==> src/rtl/piso_pkg.sv <==
// Shared types and defaults for the PISO serializer slice.
// Frame length depends on the optional PISO_PARITY_EN build macro (see piso_serializer).
package piso_pkg;

    localparam int PISO_DEFAULT_WIDTH = 8;

    typedef enum logic {IDLE, SHIFT} piso_state_t;

    // Bits per frame: data word plus an optional trailing parity bit.
    function automatic int frame_len(input int width, input bit parity);
        return parity ? width + 1 : width;
    endfunction

endpackage

==> src/rtl/piso_serializer_if.sv <==
// Word-input / serial-output bundle of the PISO serializer.
// master = word source and serial observer, slave = serializer.
interface piso_serializer_if
    import piso_pkg::*;
#(
    parameter int WIDTH = PISO_DEFAULT_WIDTH
);

    logic [WIDTH-1:0] DIN;
    logic             DIN_VALID;
    logic             DIN_READY;
    logic             SO;
    logic             SO_VALID;
    logic             DONE;
    logic             BUSY;

    modport master (
        output DIN, DIN_VALID,
        input  DIN_READY, SO, SO_VALID, DONE, BUSY
    );

    modport slave (
        input  DIN, DIN_VALID,
        output DIN_READY, SO, SO_VALID, DONE, BUSY
    );

endinterface

==> src/rtl/piso_bit_counter.sv <==
// Frame bit counter: index of the bit currently on SO, 0..LAST.
// last flags the final frame bit, pre_last the one before it.
module piso_bit_counter
    import piso_pkg::*;
#(
    parameter int LAST  = 7,
    parameter int CNT_W = 4
) (
    input  logic clk,
    input  logic rst,
    input  logic clr,
    input  logic inc,
    output logic last,
    output logic pre_last
);

    logic [CNT_W-1:0] count;

    always_ff @(posedge clk or posedge rst) begin
        if (rst) begin
            count <= '0;
        end else if (clr) begin
            count <= '0;
        end else if (inc && !last) begin
            count <= count + CNT_W'(1);
        end
    end

    assign last     = (count == CNT_W'(LAST));
    assign pre_last = (count == CNT_W'(LAST - 1));

endmodule

==> src/rtl/piso_serializer.sv <==
// Parallel-in/serial-out transmitter, MSB first, with a one-word holding register.
// Build macro PISO_PARITY_EN appends an even-parity bit to every frame.
module piso_serializer
    import piso_pkg::*;
#(
    parameter int WIDTH = PISO_DEFAULT_WIDTH
) (
    input logic             C,
    input logic             CLR,
    piso_serializer_if.slave bus
);

`ifdef PISO_PARITY_EN
    localparam bit PARITY = 1'b1;
`else
    localparam bit PARITY = 1'b0;
`endif
    localparam int FRAME_W = frame_len(WIDTH, PARITY);
    localparam int LAST    = FRAME_W - 1;
    localparam int CNT_W   = $clog2(WIDTH + 1);

    // Parity rides in the shift register as the final bit, so it shifts out like data.
    function automatic logic [FRAME_W-1:0] frame_of(input logic [WIDTH-1:0] word);
`ifdef PISO_PARITY_EN
        return {word, ^word};
`else
        return word;
`endif
    endfunction

    piso_state_t        state;
    logic [FRAME_W-1:0] shreg;
    logic [WIDTH-1:0]   hold;
    logic               hold_full;
    logic               so;
    logic               so_valid;
    logic               done;

    logic accept;
    logic cnt_clr;
    logic cnt_inc;
    logic last;
    logic pre_last;

    assign accept = bus.DIN_VALID && !hold_full;

    always_comb begin
        cnt_clr = 1'b0;
        cnt_inc = 1'b0;
        case (state)
            IDLE:    cnt_clr = accept;
            SHIFT: begin
                cnt_clr = last;
                cnt_inc = !last;
            end
            default: cnt_clr = 1'b1;
        endcase
    end

    piso_bit_counter #(
        .LAST  (LAST),
        .CNT_W (CNT_W)
    ) u_bit_counter (
        .clk      (C),
        .rst      (CLR),
        .clr      (cnt_clr),
        .inc      (cnt_inc),
        .last     (last),
        .pre_last (pre_last)
    );

    // so is the register stage ahead of shreg: loading {frame, 0} puts the MSB on SO at once.
    always_ff @(posedge C or posedge CLR) begin
        if (CLR) begin
            state     <= IDLE;
            shreg     <= '0;
            hold      <= '0;
            hold_full <= 1'b0;
            so        <= 1'b0;
            so_valid  <= 1'b0;
            done      <= 1'b0;
        end else begin
            case (state)
                IDLE: begin
                    if (accept) begin
                        state        <= SHIFT;
                        {so, shreg}  <= {frame_of(bus.DIN), 1'b0};
                        so_valid     <= 1'b1;
                        done         <= 1'b0;
                    end
                end
                SHIFT: begin
                    if (last) begin
                        done <= 1'b0;
                        if (hold_full) begin
                            {so, shreg} <= {frame_of(hold), 1'b0};
                            hold_full   <= 1'b0;
                        end else if (accept) begin
                            {so, shreg} <= {frame_of(bus.DIN), 1'b0};
                        end else begin
                            state    <= IDLE;
                            shreg    <= '0;
                            so       <= 1'b0;
                            so_valid <= 1'b0;
                        end
                    end else begin
                        {so, shreg} <= {shreg, 1'b0};
                        done        <= pre_last;
                        if (accept) begin
                            hold      <= bus.DIN;
                            hold_full <= 1'b1;
                        end
                    end
                end
                default: begin
                    state    <= IDLE;
                    so       <= 1'b0;
                    so_valid <= 1'b0;
                    done     <= 1'b0;
                end
            endcase
        end
    end

    assign bus.DIN_READY = !hold_full;
    assign bus.SO        = so;
    assign bus.SO_VALID  = so_valid;
    assign bus.DONE      = done;
    assign bus.BUSY      = (state == SHIFT) || hold_full;

endmodule
==> src/flat_wrapper.sv <==
// flat-port wrapper written by rule: the top's interface ports become plain ports
module piso_serializer_flat import piso_pkg::*;
#(
    parameter int WIDTH = PISO_DEFAULT_WIDTH
)
  (C, CLR, bus_DIN, bus_DIN_VALID, bus_DIN_READY, bus_SO, bus_SO_VALID, bus_DONE, bus_BUSY);
  piso_serializer_if #(.WIDTH(WIDTH)) bus_i ();
  input logic C;
  input logic CLR;
  input wire logic [$bits(bus_i.DIN)-1:0] bus_DIN;
  input wire logic [$bits(bus_i.DIN_VALID)-1:0] bus_DIN_VALID;
  output wire logic [$bits(bus_i.DIN_READY)-1:0] bus_DIN_READY;
  output wire logic [$bits(bus_i.SO)-1:0] bus_SO;
  output wire logic [$bits(bus_i.SO_VALID)-1:0] bus_SO_VALID;
  output wire logic [$bits(bus_i.DONE)-1:0] bus_DONE;
  output wire logic [$bits(bus_i.BUSY)-1:0] bus_BUSY;
  assign bus_i.DIN = bus_DIN;
  assign bus_i.DIN_VALID = bus_DIN_VALID;
  assign bus_DIN_READY = bus_i.DIN_READY;
  assign bus_SO = bus_i.SO;
  assign bus_SO_VALID = bus_i.SO_VALID;
  assign bus_DONE = bus_i.DONE;
  assign bus_BUSY = bus_i.BUSY;
  piso_serializer #(.WIDTH(WIDTH)) u_core (.C(C), .CLR(CLR), .bus(bus_i));
endmodule
==> config.mk <==
export PLATFORM = sky130hd
export DESIGN_NAME = piso_serializer_flat
export DESIGN_NICKNAME = d
export VERILOG_FILES = /design/src/rtl/piso_pkg.sv /design/src/rtl/piso_serializer_if.sv /design/src/rtl/piso_bit_counter.sv /design/src/rtl/piso_serializer.sv /design/src/flat_wrapper.sv
export SDC_FILE = /design/constraint.sdc
export NUM_CORES = 1
export LEC_CHECK = 0
export CAP_MARGIN = 20
export CORE_MARGIN = 3
export CORE_UTILIZATION = 51
export CTS_BUF_LIST = sky130_fd_sc_hd__clkbuf_4
export DETAILED_ROUTE_END_ITERATION = 8
export PLACE_DENSITY = 0.88
export SYNTH_ARGS = -nofsm -noshare
export SYNTH_HDL_FRONTEND = slang
export SYNTH_SLANG_ARGS = --single-unit
export TNS_END_PERCENT = 1
==> constraint.sdc <==
create_clock -name C -period 1.4 [get_ports C]
set_input_delay 0.21 -clock C [delete_from_list [all_inputs] [get_ports C]]
set_output_delay 0.21 -clock C [all_outputs]
set_load 0.01 [all_outputs]
==> impl_summary.md <==
Outcome
The run finished, with violations left. The checks that failed: negative setup slack.

Placed design
The cell area after placement is 1630 um2. Buffers placed on the I/O ports in this run total 15. The detailed placer's ending HPWL is 2080 um. The congestion estimate from routability-driven global placement came to 0.859.

CTS
Buffers inserted during clock tree synthesis total 3. TritonCTS built the clock tree. The root buffer selected by CTS is clkbuf_4. In this run the number of H-tree levels came out at 1. The source-to-sink clock delay at the later pin of the worst-skew pair is 0.33 ns. The number of sinks handled by clock tree synthesis is 24. The clock-pin slew on the worst setup and hold paths is 0.14 ns. The longest clock path from root to sink contains 2 buffers. The quantity of hold-fixing buffers added after cts is 0.

Drt
The first-pass iteration count of the detailed router is 4. The first routing iteration left 32 violations. In the final routed layout, each cell accounts on average for 17.0 um. The detailed-route DRC error count is 0. The detail route stage leaves a number of antenna-violating nets equal to 0. Using the TritonRoute via totals, the vias-per-cell ratio works out to 5.87. The wire length reported by the detailed router is 3090 um. The routed via count is 1069.

Timing
In the final timing run, aggregate negative setup slack is -0.479 ns. Dividing the final minimum period by the clock period gives 1.04. The setup-violating endpoint count in the final report is 12.

The number of max-slew violations in the final report came to 0. For the pin with the worst max-slew slack, the measured transition is 0.316 ns. Setup repair after global routing could not meet its margin everywhere. The total count of hold-check failures in the final report is 0. For the final database, setup skew stands at 0.00756 ns. The post-layout worst setup margin is -0.0583 ns.

Subtracting the final worst setup slack from the clock period gives 1.46 ns. The relative slew slack is 0.789. The highest achievable clock rate is 686 MHz.

Power and ir drop
The areal power density over the cells is 1730 nW/um2. The total leakage power is 0.000829 uW. The maximum vdd ir drop is 1.43 mV.

Synthesis
The count of cell types in the netlist is 29. In the synthesized netlist the async set-or-reset flop fraction comes to 1.00. Synthesis produced a netlist with a net count of 129. Dividing the synthesized area by the synthesized cell count gives 11.1 um2.

The synthesized netlist occupies a cell area of 1290 um2. For this run, the register share of the synthesized area comes to 0.465. The total of warnings raised by yosys is 0. The number of enable-type register cells in the synthesized netlist is 0.

The number of instances in the synthesized netlist is 116. The commonest register cell after synthesis is dfrtp_1. The post-synthesis register bit count is 24. The biggest area contributor in the post-synthesis netlist is dfrtp_1.

Of the post-synthesis cell area, the dominant cell type holds 0.465. After synthesis, the cell types taking the most area are dfrtp_1 (47%), mux2_4 (9.3%), o32a_1 (5.4%).

Critical path
STA puts the critical path data required time at 1.62 ns. The worst setup path is launched from a flop. The worst setup path is captured at a flop. The data arrival time of the critical path is 1.68 ns. The worst setup path category is flop to flop. The worst-path maximum fanout is 6.

Die
The I/O pin count is 16. The core region is 2300 um2. From bottom edge to top edge, the die measures 56.3 um. The total number of placement rows is 17.

The floorplan step defined a die boundary enclosing 3170 um2. The starting utilization of the core area is 0.562. The die is 56.3 um wide.

Global routing
The remaining global-route overflow is 0. The number of global-route vias before repair was 1084. Across every metal layer, demand over resource in global routing totals 0.217.

The wire length of the first global-routing pass is 5390 um. The initial antenna violation count is 0. Entering global routing, the biggest net connects 25 pins.

Layout
In the layout the commonest cells are buf_4 (22), dfrtp_1 (22), nand2_1 (11). The antenna cell count is 0. Of the cells placed in the final design, the portion with a size suffix greater than 1 is 0.312.

For this run, the post-layout net count is 168. The area growth from synthesis to layout is 35.0%. Once layout is done, the placed cells without fillers occupy 1740 um2.

Job
The max-capacitance violation count is 0.

Worst hold path
The worst hold path belongs to the class primary input to async pin.
-- cells by family after synthesis --
| logic type | after synthesis | synth area share |
|---|---|---|
| simple gates | 35 | 0.169 |
| compound gates | 32 | 0.180 |
| flops | 24 | 0.465 |
| buf+inv | 11 | 0.0426 |
| mux | 11 | 0.117 |
| fa+ha+maj | 2 | 0.0194 |
| xor+xnor | 1 | 0.00678 |
-- critical path, cell delays in order, from the launching register on --
cell	delay, ns
dfrtp_1	0.44
ha_4	0.19
nand3b_4	0.10
and3_4	0.21
buf_12	0.12
mux2_4	0.29
-- area by class of cell --
| class | instances | area, um2 |
|---|---|---|
| clock buffer | 3 | 22.5 |
| clock inverter | 1 | 30.0 |
| fill | 161 | 554 |
| inverter | 5 | 18.8 |
| multi-input combinational | 81 | 673 |
| sequential | 24 | 603 |
| tap | 28 | 35.0 |
| timing repair buffer | 40 | 360 |
-- power by group --
group	leakage, uW	switching, uW	total, uW	internal [uW]
Sequential	0.000291	191	1170	981
Combinational	0.000510	539	1340	803
Clock	0.0000279	220	510	290
Total	0.000829	950	3020	2070
-- routing by layer --
layer | global-route usage | share of wire | vias up
li1 | - | - | 505
met5 | 0 | 0 | -
met4 | 0.0610 | 0.015 | 0
met2 | 0.337 | 0.47 | 51
met1 | 0.293 | 0.44 | 506
met3 | 0.0667 | 0.068 | 7
-- cell usage after synthesis (all sizes together), types with 3 or more instances --
master   number
o21ai         3
buf           4
o32a          7
nand3b        9
nand2        12
dfrtp        24
mux2          9
o21a          7
a21oi         8
o2bb2ai       3
inv           5
and3          8
-- registers in the layout, indices dropped and copies added (netlist names) --
signal,flops
u_core.bus.DONE,1
u_core.bus.SO,1
u_core.bus.SO_VALID,1
u_core.hold,8
u_core.hold_full,1
u_core.shreg,7
u_core.state,1
u_core.u_bit_counter.count,4
-- final timing paths --
check | startpoint | endpoint | slack (ns) | cells past startpoint
worst max-delay path | u_core.u_bit_counter.count[0]$_DFFE_PP0P_ | u_core.hold[2]$_DFFE_PP0P_ | -0.06 | 5
worst min-delay path | CLR | u_core.shreg[6]$_DFFE_PP0P_ | 0.20 | 3
worst max register to register | u_core.u_bit_counter.count[0]$_DFFE_PP0P_ | u_core.hold[2]$_DFFE_PP0P_ | -0.06 | 5
worst min register to register | u_core.bus.DONE$_DFFE_PP0P_ | u_core.bus.DONE$_DFFE_PP0P_ | 0.51 | 1
max in group asynchronous | CLR | u_core.state$_DFF_PP0_ | 0.94 | 3
min in group C | u_core.bus.DONE$_DFFE_PP0P_ | u_core.bus.DONE$_DFFE_PP0P_ | 0.51 | 1
-- timing repair --
item	4_1_cts	5_1_grt
setup buffers	2	1
gates resized for setup	11	5
pin swaps	6	3
setup endpoints to repair	21	17
-- per-stage QoR --
step | worst slack [ns] | std cells | util | power [uW] | hold WS [ns]
global placement | -0.229 | 175 | 0.711 | 2380 | 0.472
floorplan | -0.0308 | 116 | - | 1940 | 0.225
finish | -0.0583 | 182 | 0.759 | 3020 | 0.203
global route | -0.110 | 182 | 0.759 | 3210 | 0.246
CTS | -0.0575 | 181 | 0.748 | 2980 | 0.205
detailed placement | -0.301 | 175 | 0.711 | 2440 | 0.472
Power figures use the tool's default switching activity.
